<file path="src/rtl/div_pkg.sv">
// Shared types and sizing for the sequential 16/8 restoring divider.
// DIV_RADIX4_EN selects two restoring steps per cycle instead of one.
package div_pkg;

    typedef enum logic [1:0] {
        StIdle,
        StRun,
        StDone
    } div_state_e;

    localparam int unsigned DIV_DW = 16;
    localparam int unsigned DIV_VW = 8;
    // One extra bit: the shifted partial remainder can reach 2*255.
    localparam int unsigned DIV_RW = DIV_VW + 1;

`ifdef DIV_RADIX4_EN
    localparam int unsigned DIV_STEPS_PER_CYC = 2;
`else
    localparam int unsigned DIV_STEPS_PER_CYC = 1;
`endif

    localparam int unsigned DIV_ITERS = DIV_DW / DIV_STEPS_PER_CYC;

endpackage

</file>
<file path="src/rtl/div_step.sv">
// One combinational restoring-division step: shift in a dividend bit,
// subtract the divisor when it fits and report the resulting quotient bit.
module div_step
    import div_pkg::*;
#(
    parameter int unsigned VW = DIV_VW
) (
    input  logic [VW:0]   r_i,
    input  logic          bit_i,
    input  logic [VW-1:0] divisor_i,
    output logic [VW:0]   r_o,
    output logic          q_o
);

    logic [VW:0] r_sh;
    // The incoming remainder is always below the divisor, so its MSB is zero.
    logic        unused_r_msb;

    assign r_sh         = {r_i[VW-1:0], bit_i};
    assign unused_r_msb = r_i[VW];

    always_comb begin
        q_o = (r_sh >= {1'b0, divisor_i});
        r_o = q_o ? (r_sh - {1'b0, divisor_i}) : r_sh;
    end

endmodule

</file>
<file path="src/rtl/seq_div_16by8.sv">
// Sequential restoring divider with valid/ready on both sides.
// Build with DIV_RADIX4_EN defined to retire two quotient bits per cycle.
module seq_div_16by8
    import div_pkg::*;
#(
    parameter int unsigned DW = DIV_DW,
    parameter int unsigned VW = DIV_VW
) (
    input  logic          clk,
    input  logic          rst_n,
    input  logic          in_valid,
    output logic          in_ready,
    input  logic [DW-1:0] dividend,
    input  logic [VW-1:0] divisor,
    output logic          out_valid,
    input  logic          out_ready,
    output logic [DW-1:0] quotient,
    output logic [VW-1:0] remainder,
    output logic          div_by_zero
);

    localparam int unsigned Iters = DW / DIV_STEPS_PER_CYC;
    localparam int unsigned CW    = (Iters > 1) ? $clog2(Iters) : 1;

    div_state_e    state_q, state_d;
    logic [DW-1:0] q_q, q_d;
    logic [VW:0]   r_q, r_d;
    logic [VW-1:0] d_q, d_d;
    logic [CW-1:0] cnt_q, cnt_d;
    logic          dbz_q, dbz_d;

    logic [DW-1:0] q_step;
    logic [VW:0]   r_step;
    logic          qb0;
    logic [VW:0]   r_s0;

    div_step #(.VW(VW)) u_step0 (
        .r_i       (r_q),
        .bit_i     (q_q[DW-1]),
        .divisor_i (d_q),
        .r_o       (r_s0),
        .q_o       (qb0)
    );

`ifdef DIV_RADIX4_EN
    logic qb1;

    div_step #(.VW(VW)) u_step1 (
        .r_i       (r_s0),
        .bit_i     (q_q[DW-2]),
        .divisor_i (d_q),
        .r_o       (r_step),
        .q_o       (qb1)
    );

    assign q_step = {q_q[DW-3:0], qb0, qb1};
`else
    assign r_step = r_s0;
    assign q_step = {q_q[DW-2:0], qb0};
`endif

    always_comb begin
        state_d = state_q;
        q_d     = q_q;
        r_d     = r_q;
        d_d     = d_q;
        cnt_d   = cnt_q;
        dbz_d   = dbz_q;
        unique case (state_q)
            StIdle: begin
                if (in_valid) begin
                    if (divisor == '0) begin
                        q_d     = '1;
                        r_d     = {1'b0, dividend[VW-1:0]};
                        dbz_d   = 1'b1;
                        state_d = StDone;
                    end else begin
                        q_d     = dividend;
                        r_d     = '0;
                        d_d     = divisor;
                        cnt_d   = '0;
                        dbz_d   = 1'b0;
                        state_d = StRun;
                    end
                end
            end
            StRun: begin
                q_d   = q_step;
                r_d   = r_step;
                cnt_d = cnt_q + CW'(1);
                if (cnt_q == CW'(Iters - 1)) begin
                    state_d = StDone;
                end
            end
            StDone: begin
                if (out_ready) begin
                    state_d = StIdle;
                end
            end
            default: state_d = StIdle;
        endcase
    end

    always_ff @(posedge clk or negedge rst_n) begin
        if (!rst_n) begin
            state_q <= StIdle;
            q_q     <= '0;
            r_q     <= '0;
            d_q     <= '0;
            cnt_q   <= '0;
            dbz_q   <= 1'b0;
        end else begin
            state_q <= state_d;
            q_q     <= q_d;
            r_q     <= r_d;
            d_q     <= d_d;
            cnt_q   <= cnt_d;
            dbz_q   <= dbz_d;
        end
    end

    assign in_ready    = (state_q == StIdle);
    assign out_valid   = (state_q == StDone);
    assign quotient    = q_q;
    assign remainder   = r_q[VW-1:0];
    assign div_by_zero = dbz_q;

endmodule

</file>
<file path="config.mk">
export PLATFORM = sky130hd
export DESIGN_NAME = seq_div_16by8
export DESIGN_NICKNAME = d
export VERILOG_FILES = /design/src/rtl/div_pkg.sv /design/src/rtl/div_step.sv /design/src/rtl/seq_div_16by8.sv
export SDC_FILE = /design/constraint.sdc
export NUM_CORES = 1
export LEC_CHECK = 0
export CELL_PAD_IN_SITES_DETAIL_PLACEMENT = 0
export CELL_PAD_IN_SITES_GLOBAL_PLACEMENT = 2
export CORE_MARGIN = 5
export CORE_UTILIZATION = 29
export DETAILED_ROUTE_END_ITERATION = 8
export PLACE_DENSITY = 0.8
export SYNTH_ARGS = -nofsm -noshare
export SYNTH_HDL_FRONTEND = slang
export SYNTH_SLANG_ARGS = --single-unit
</file>
<file path="constraint.sdc">
create_clock -name clk -period 2.9 [get_ports clk]
set_input_delay 0.58 -clock clk [delete_from_list [all_inputs] [get_ports clk]]
set_output_delay 0.58 -clock clk [all_outputs]
set_load 0.01 [all_outputs]
</file>
==> reports/summary.txt, run 1 <==
Slew HR - 0.397
DR WL/cell - 15.3 um
Setup violations, final - 0
Synth Warn # - 0
CP Depth - 8
Area of the core - 7290 um2
Clock Skew - 0.00778 ns
F_max - 0.425 GHz
Die area - 9390 um2
CTS tree - done
Worst path max stage delay - 0.42 ns
Peak supply drop - 0.445 mV
Simple-Gate Fraction of Synth Area - 0.162
Initial Util - 0.300
Die X - 96.9 um
Max FO, Critical Path - 9
Worst skew pair latency - 0.29 ns
Power per standard cell area - 1260 nW/um2
Number of max-slew violations in the final report - 0
Top Ports - 55
DR iter-0 viols - 74
Vias in the first global route - 1,959
CTS sink cnt - 39
First-pass GRT wire length - 10,100 um
Post-CTS Hold Fix Bufs - 0
Synth Area in Compound Gates - 0.219
WP buf/inv - 1
CP Class - reg2reg
Startpoint types - flop
# diodes - 0
Tcrit/Tclk final - 0.810
R2R depth - 8
Drt via density - 4.80
Slew @ Worst Pin - 0.905 ns
Cell family with most CP delay - compound AO/OA/AOI/OAI gates
Critical Path Sink - r_q[1]$_DFFE_PN0P_
Max clock buf depth - 2
Reg-to-reg startpoint - r_q[2]$_DFFE_PN0P_
Outcome - complete, no violations
Yosys cell types - 44
H-Tree Depth - 2
Via count - 1,885
Static leakage - 1.18 nW
Post-Syn Instances - 234
GRT Residual Overflow - 0
Worst flop-to-flop path endpoint - r_q[1]$_DFFE_PN0P_
RD Place Congestion - 0.770
Final net count - 331
Endpoint class of the critical path - flop
Drt first pass iters - 4
Register-to-register setup slack - 0.55 ns
Largest family of logic cells by synthesized area - compound AO/OA/AOI/OAI gates
Worst Path Required - 3.10 ns
Crit path from - r_q[2]$_DFFE_PN0P_
CTS resizes - 0
Synth Cell Area - 2190 um2
Antenna violations before repair - 0
Final hold vios - 0
Layout area overhead - 35.9%
FP Rows - 31
Root buffer cell - clkbuf_8
Final setup TNS - 0 ns
Net count after synthesis - 272
Residual DRC count - 0
Total track usage - 0.131
Post-synthesis adder-cell area fraction - 0.0605
Max-Cap Viols - 0
Critical path arrival - 2.56 ns
Mux contribution to synthesized area - 0.0474
# Post-CTS Setup Buffers - 0
Worst-path cell chain - ha_1 > and3_4 > nand3_2 > a41oi_2 > a2111oi_4 > buf_4 > mux2_4 > o211ai_1
Slowest-stage cell, CP - dfrtp_1
Clock transition at path regs - 0.08 ns
XOR/XNOR Fraction of Synth Area - 0.0160
Yosys reg bits - 39
CTS Buf Count - 5
WL final - 6030 um
Post-DP HPWL - 4600 um
Final core occ - 0.408
Unrepaired setup endpoints after global routing - false
Fin crit period - 2.35 ns
Mean Syn Cell Area - 9.36 um2
Chip height - 96.9 um
Routed Antenna Nets - 0
Largest net degree at the start of global routing - 40
Sequential-to-total area share from yosys stat - 0.445
PortBufs - 54
Hold crit path type - in2async
Layout cells sized above 1 - 0.0986
[where the power goes]
part	total (mW)	switching (mW)	internal (mW)
logic	2.17	1.06	1.11
clock network	0.542	0.198	0.344
registers	1.05	0.229	0.822
total	3.76	1.48	2.28
[layout make-up]
| class | instances | area, um2 |
|---|---|---|
| Sequential cell | 39 | 976 |
| Clock inverter | 2 | 60.1 |
| Multi-Input combinational cell | 173 | 1110 |
| Timing Repair Buffer | 61 | 588 |
| Tap cell | 99 | 124 |
| Fill cell | 771 | 4310 |
| Inverter | 13 | 48.8 |
| Clock buffer | 6 | 72.6 |
[flip-flops by register name, summed over array words and instances, names as in the netlist]
register,cells
cnt_q,4
d_q,8
div_by_zero,1
quotient,16
r_q,8
state_q,2
[cell usage after synthesis (all sizes together)]
cell type,count,area (um2)
a2111oi,1,27.5
a21o,3,23.8
a21oi,9,45.0
a22o,1,8.76
a31oi,1,6.26
a41oi,1,16.3
and3,2,17.5
buf,5,46.3
clkbuf,4,15.0
clkinv,2,7.51
dfrtp,39,976
fa,1,20.0
ha,9,113
inv,11,41.3
mux2,5,63.8
mux2i,4,40.0
nand2,38,143
nand2b,1,6.26
nand3,11,60.1
nor2,9,33.8
nor2b,6,37.5
nor3,6,35.0
o211ai,5,37.5
o21a,1,7.51
o21ai,31,159
o21bai,1,7.51
o221ai,2,23.8
o22ai,16,100
o31ai,1,7.51
o41ai,1,8.76
or2,1,6.26
or4,2,15.0
xnor2,3,26.3
xor2,1,8.76
[placed cells by master, fill, tap and decap left out, drive strengths merged, types with 3 or more instances in the layout]
| cell type | instances |
|---|---|
| a21o | 3 |
| a21oi | 9 |
| buf | 8 |
| clkbuf | 6 |
| clkdlybuf4s50 | 53 |
| dfrtp | 39 |
| ha | 9 |
| inv | 11 |
| mux2 | 5 |
| mux2i | 4 |
| nand2 | 38 |
| nand3 | 11 |
| nor2 | 9 |
| nor2b | 6 |
| nor3 | 6 |
| o211ai | 5 |
| o21ai | 31 |
| o22ai | 16 |
| xnor2 | 3 |
[through the flow]
| stage | setup slack [ns] | power (mW) | hold slack, ns | cell area (um2) | cells |
|---|---|---|---|---|---|
| 6_report | 0.550 | 3.76 | 0.413 | 2980 | 393 |
| 4_1_cts | 0.537 | 3.82 | 0.441 | 2980 | 393 |
| 3_3_place_gp | 0.398 | 3.24 | 0.494 | 2850 | 385 |
| 2_1_floorplan | 0.513 | 2.48 | 0.284 | 2190 | 234 |
| 5_1_grt | 0.405 | 4.08 | 0.473 | 2980 | 393 |
| 3_5_place_dp | 0.364 | 3.24 | 0.504 | 2850 | 385 |
[per-layer routing]
metal	vias up	GRT usage	routed length (um)
met4	0	0.0194	21
met1	879	0.175	2970
met3	4	0.0540	382
met5	-	0	0
met2	44	0.203	2660
li1	958	-	-
[worst min-delay path by stage]
stage	from	endpoint	slack (ns)	cells after the start
CTS	rst_n	quotient[10]$_DFFE_PN0P_	0.44	1
floorplan	rst_n	cnt_q[0]$_DFFE_PN0P_	0.28	0
detailed placement	quotient[12]$_DFFE_PN0P_	quotient[12]$_DFFE_PN0P_	0.50	2
global placement	div_by_zero$_DFFE_PN0P_	div_by_zero$_DFFE_PN0P_	0.49	1
global route	rst_n	div_by_zero$_DFFE_PN0P_	0.47	1
finish	rst_n	quotient[10]$_DFFE_PN0P_	0.41	1
[cell families after synthesis]
| kind of cell | count (synthesis) |
|---|---|
| and+or+nand+nor | 76 |
| xor gates and xnor gates | 4 |
| DFF | 39 |
| buffers and inverters | 22 |
| AOI/OAI and AO/OA | 74 |
| adders and majority gates | 10 |
| muxes | 9 |
Power figures use the tool's default switching activity.
==> inputs of run 2 (changes only) <==
clock period = 2.37 ns   (was 2.9 ns; I/O delays follow)
==> reports/summary.txt, run 2 (synthesis gave the netlist of run 1 again) <==
Filler cell count - 767
Die X - 96.9 um
Layout cells sized above 1 - 0.146
Final setup TNS - 0 ns
Outcome - complete, no violations
Total track usage - 0.136
Power per standard cell area - 1510 nW/um2
Antenna violations before repair - 0
Post-DP HPWL - 4700 um
Fin crit period - 2.18 ns
WL final - 6170 um
Max-Cap Viols - 0
Post-CTS Hold Fix Bufs - 0
Routed Antenna Nets - 0
Setup violations, final - 0
Die area - 9390 um2
Peak supply drop - 0.400 mV
DR WL/cell - 15.1 um
CTS sink cnt - 39
Clock transition at path regs - 0.08 ns
CTS tree - done
Number of max-slew violations in the final report - 0
Endpoint class of the critical path - flop
Clock Skew - 0.00763 ns
Startpoint types - flop
FP Rows - 31
Hold crit path type - in2async
DR iter-0 viols - 37
Most common cell after layout, fill and taps aside - clkdlybuf4s50_1
Tcrit/Tclk final - 0.921
Commonest cells after routing, fill and taps aside - clkdlybuf4s50_1, dfrtp_1, nand2_1
Non-filler instance count after layout - 408
Root buffer cell - clkbuf_8
Max FO, Critical Path - 8
Worst Path Required - 2.58 ns
Final core occ - 0.423
H-Tree Depth - 2
Final net count - 347
F_max - 0.458 GHz
Slew HR - 0.652
Largest register FFs - 16
CP Class - reg2reg
Layout area overhead - 40.9%
GRT Residual Overflow - 0
Top Ports - 55
Register area - 976 um2
Largest net degree at the start of global routing - 36
Max clock buf depth - 2
Worst skew pair latency - 0.29 ns
Drt first pass iters - 4
Post-Route Hold Slack - 0.0645 ns
Crit path from - r_q[0]$_DFFE_PN0P_
Chip height - 96.9 um
Reg-to-reg startpoint - r_q[0]$_DFFE_PN0P_
PortBufs - 54
Via count - 1,940
Final hold vios - 0
Initial Util - 0.300
Pre-CTS setup slack - -0.0789 ns
Placed Cells - 397
First-pass GRT wire length - 10,500 um
Area of the core - 7290 um2
Slew @ Worst Pin - 0.518 ns
Drt via density - 4.75
Unrepaired setup endpoints after global routing - false
Static leakage - 1.25 nW
RD Place Congestion - 0.797
CTS Buf Count - 5
# diodes - 0
Area occupied by multi-input gates - 1110 um2
Critical path arrival - 2.39 ns
Residual DRC count - 0
Vias in the first global route - 2,017
Final Worst Setup Slack - 0.186 ns
run 2: cell count changes in the layout (fill, tap and decap cells not counted), sizes merged:
cell      previous run  this run
buf                  8        24
bufinv               2         1
clkbuf               6         5
clkinvlp             0         1
run 2: cell type report:
class                           instances  share of cell area
Multi-Input combinational cell        173               0.359
Sequential cell                        39               0.316
Timing Repair Buffer                   77               0.235
Tap cell                               99              0.0401
Clock buffer                            5              0.0223
Inverter                               13              0.0158
Clock inverter                          2              0.0122
run 2: routing by layer:
| metal | global-route usage | up-vias | routed length (um) |
|---|---|---|---|
| met5 | 0 | - | 0 |
| met4 | 0.0324 | 0 | 54 |
| met3 | 0.0468 | 4 | 316 |
| met2 | 0.213 | 44 | 2810 |
| met1 | 0.182 | 905 | 2980 |
| li1 | - | 987 | - |
run 2: what timing repair did:
action | CTS | global route
hold endpoints to repair | 0 | 0
setup endpoints to repair | 0 | 2
buffers inserted | 0 | 4
gates resized for setup | 0 | 1
run 2: per-stage QoR:
stage | power, mW | area [um2]
final | 4.67 | 3090
after CTS | 4.61 | 3050
after floorplan | 3.03 | 2190
after global placement | 4.01 | 2950
after detailed placement | 4.02 | 2950
after global routing | 5.09 | 3090
run 2: power breakdown:
| group | leakage [nW] | internal [mW] | total [mW] | switching, mW |
|---|---|---|---|---|
| registers | 0.464 | 1.01 | 1.26 | 0.253 |
| clock network | 0.0502 | 0.308 | 0.550 | 0.242 |
| logic | 0.736 | 1.53 | 2.86 | 1.33 |
run 2: final timing paths:
| check | end | cells after the start | slack (ns) |
|---|---|---|---|
| max | r_q[1]$_DFFE_PN0P_ | 8 | 0.19 |
| min | d_q[0]$_DFFE_PN0P_ | 1 | 0.06 |
| max reg2reg | r_q[1]$_DFFE_PN0P_ | 8 | 0.19 |
| min reg2reg | quotient[11]$_DFFE_PN0P_ | 2 | 0.52 |
| max in group asynchronous | quotient[2]$_DFFE_PN0P_ | 2 | 1.77 |
| min in group clk | quotient[11]$_DFFE_PN0P_ | 2 | 0.52 |
run 2: critical path, stage by stage (launching register included):
cell,delay [ns]
dfrtp_1,0.42
ha_1,0.33
nor2b_1,0.16
o21ai_2,0.16
a41oi_2,0.17
a2111oi_4,0.23
buf_6,0.19
mux2_4,0.30
o211ai_1,0.15
==> RTL change: new RTL, flow settings as in run 2 <==
Set the package constant `DIV_DW` to 64 (it was 16).
--- a/src/rtl/div_pkg.sv
+++ b/src/rtl/div_pkg.sv
@@ -10,3 +10,3 @@
 
-    localparam int unsigned DIV_DW = 16;
+    localparam int unsigned DIV_DW = 64;
     localparam int unsigned DIV_VW = 8;
Ports: changed (resized dividend and quotient); port bits go from 55 to 151. The function was not compared with the original's and may differ.
==> RTL change against run 2 <==
Largest cell class is now sequential cells. Cell area rose by 110%. Wire length is 110% higher. Total power up 94%. Critical endpoint unchanged. Sequential cell count increased by 50. Critical path type unchanged. Fmax is 0.89% lower. Die area grew 81%. Count of clock-buffer cells in the layout grew 5. Synthesized area grew 92%. Global-route usage rose by 2.2 points. Worst setup slack lost 0.020 ns.
==> RTL change: results (changes against run 2) <==
outcome=completed (unchanged); Nets=688 (was 347); final estimated routing congestion in global placement=0.881 (was 0.797); P&R area growth vs syn=51.8% (was 40.9%); Post-CTS Setup Bufs=0 (unchanged); first-pass GRT wire length=21,000 µm (was 10,500 µm); Post-DP Area=0.00602 mm² (was 0.00295 mm²); P_leak=2.55 nW (was 1.25 nW); clock slew at reported path FFs=0.06 ns (was 0.08 ns); 1st-iter DRT viols=183 (was 37); synth cell count leaders=dfrtp_1 (89), nand2_1 (86), o21ai_0 (79) (was dfrtp_1 (39), nand2_1 (38), o21ai_0 (26)); met1 usage=20.4% (was 18.2%); port bufs=150 (was 54); top cells by area, synth=dfrtp_1 (53%), o22ai_1 (10%), o21ai_0 (9.4%) (was dfrtp_1 (45%), nand2_1 (6.5%), o21ai_0 (5.9%)); DR vias/cell=4.97 (was 4.75); routed wl met2=6030 µm (was 2810 µm); FMAX=454 MHz (was 458 MHz); pin count of the biggest net entering global routing=58 (was 36); CP Max Fanout=4 (was 8); Largest register FFs=64 (was 16); drt pass-1 iters=4 (unchanged); pre-CTS setup slack=-0.0721 ns (was -0.0789 ns); reg-to-reg slack, setup=0.17 ns (was 0.19 ns); Post-Route M1 WL=5780 µm (was 2980 µm); sequential-to-total area share from yosys stat=52.9% (was 44.5%); met3 routed WL=1210 µm (was 316 µm); Slew @ Worst Pin=1.00 ns (was 0.518 ns); DPL Wire Length=9760 µm (was 4700 µm); Filler cells=1,450 (was 767); Overall Global Routing Usage=15.8% (was 13.6%); Clock Skews=0.00724 ns (was 0.00763 ns); cts bufs inserted=9 (was 5); Setup crit start=quotient[63] (was r_q[0]); DR WL/cell=16.7 µm (was 15.1 µm); worst min-delay path class=in -> async (unchanged); CTS H-tree depth=3 (was 2); Yosys warnings=0 (unchanged); grt met2 use=24.3% (was 21.3%); Post-Syn Nets=540 (was 272); Yosys cell types=40 (was 44); number of global-route vias before repair=3,956 (was 2,017); worst-skew pair later-pin latency=0.34 ns (was 0.29 ns); Data arrival, critical path=2.43 ns (was 2.39 ns); met3 GRT Util=6.99% (was 4.68%); slowest stage delay, CP=0.38 ns (was 0.42 ns); root buf cell=clkbuf_16 (was clkbuf_8); share of post-route cells with drive strength above 1=7.59% (was 14.6%); VDD IR-drop max=556 µV (was 400 µV)
[RTL change: cell types whose count changed in the layout (fill, tap and decap cells not counted), moves of 5 or more]
cell | run 2 | this run
nand2_1 | 38 | 85
o22ai_1 | 16 | 67
buf_4 | 21 | 15
clkbuf_16 | 0 | 9
and3_1 | 1 | 6
nand3_1 | 10 | 3
o211ai_1 | 5 | 0
clkdlybuf4s50_1 | 53 | 149
nor2_1 | 9 | 16
o21ai_0 | 26 | 79
clkbuf_8 | 5 | 0
dfrtp_1 | 39 | 89
[RTL change: cells by family (layout without fill, tap and decap cells)]
family	count (synthesis)	count (layout)	share of synthesized area [%]
DFF	89	89	52.9
and+or+nand+nor	122	122	11.9
adders and majority gates	10	10	3.15
buffers and inverters	44	196	4.40
muxes	8	8	1.93
AOI/OAI and AO/OA	173	173	24.0
xor gates and xnor gates	8	8	1.67
[RTL change: per-stage QoR]
| stage | std cells | TNS (ns) |
|---|---|---|
| 2_1_floorplan | 454 | 0 |
| 3_3_place_gp | 775 | 0 |
| 3_5_place_dp | 775 | -0.745 |
| 4_1_cts | 790 | 0 |
| 5_1_grt | 790 | 0 |
| 6_report | 790 | 0 |
[RTL change: power breakdown]
group | internal (W) | switching (W) | leakage, nW
clock network | 0.00113 | 0.000596 | 0.173
registers | 0.00230 | 0.000639 | 1.03
logic | 0.00240 | 0.00199 | 1.34
total | 0.00583 | 0.00322 | 2.55
[RTL change: layout make-up]
| class | instances | area share [%] |
|---|---|---|
| inverter | 12 | 0.705 |
| clock buffer | 10 | 3.58 |
| sequential | 89 | 34.9 |
| clock inverter | 5 | 2.02 |
| multi-input combinational | 321 | 28.5 |
| tap | 184 | 3.60 |
| timing repair buffer | 169 | 26.7 |
[RTL change: what timing repair did]
item,CTS,global route
setup endpoints to repair,0,4
hold buffers,0,0
resized for setup,0,3
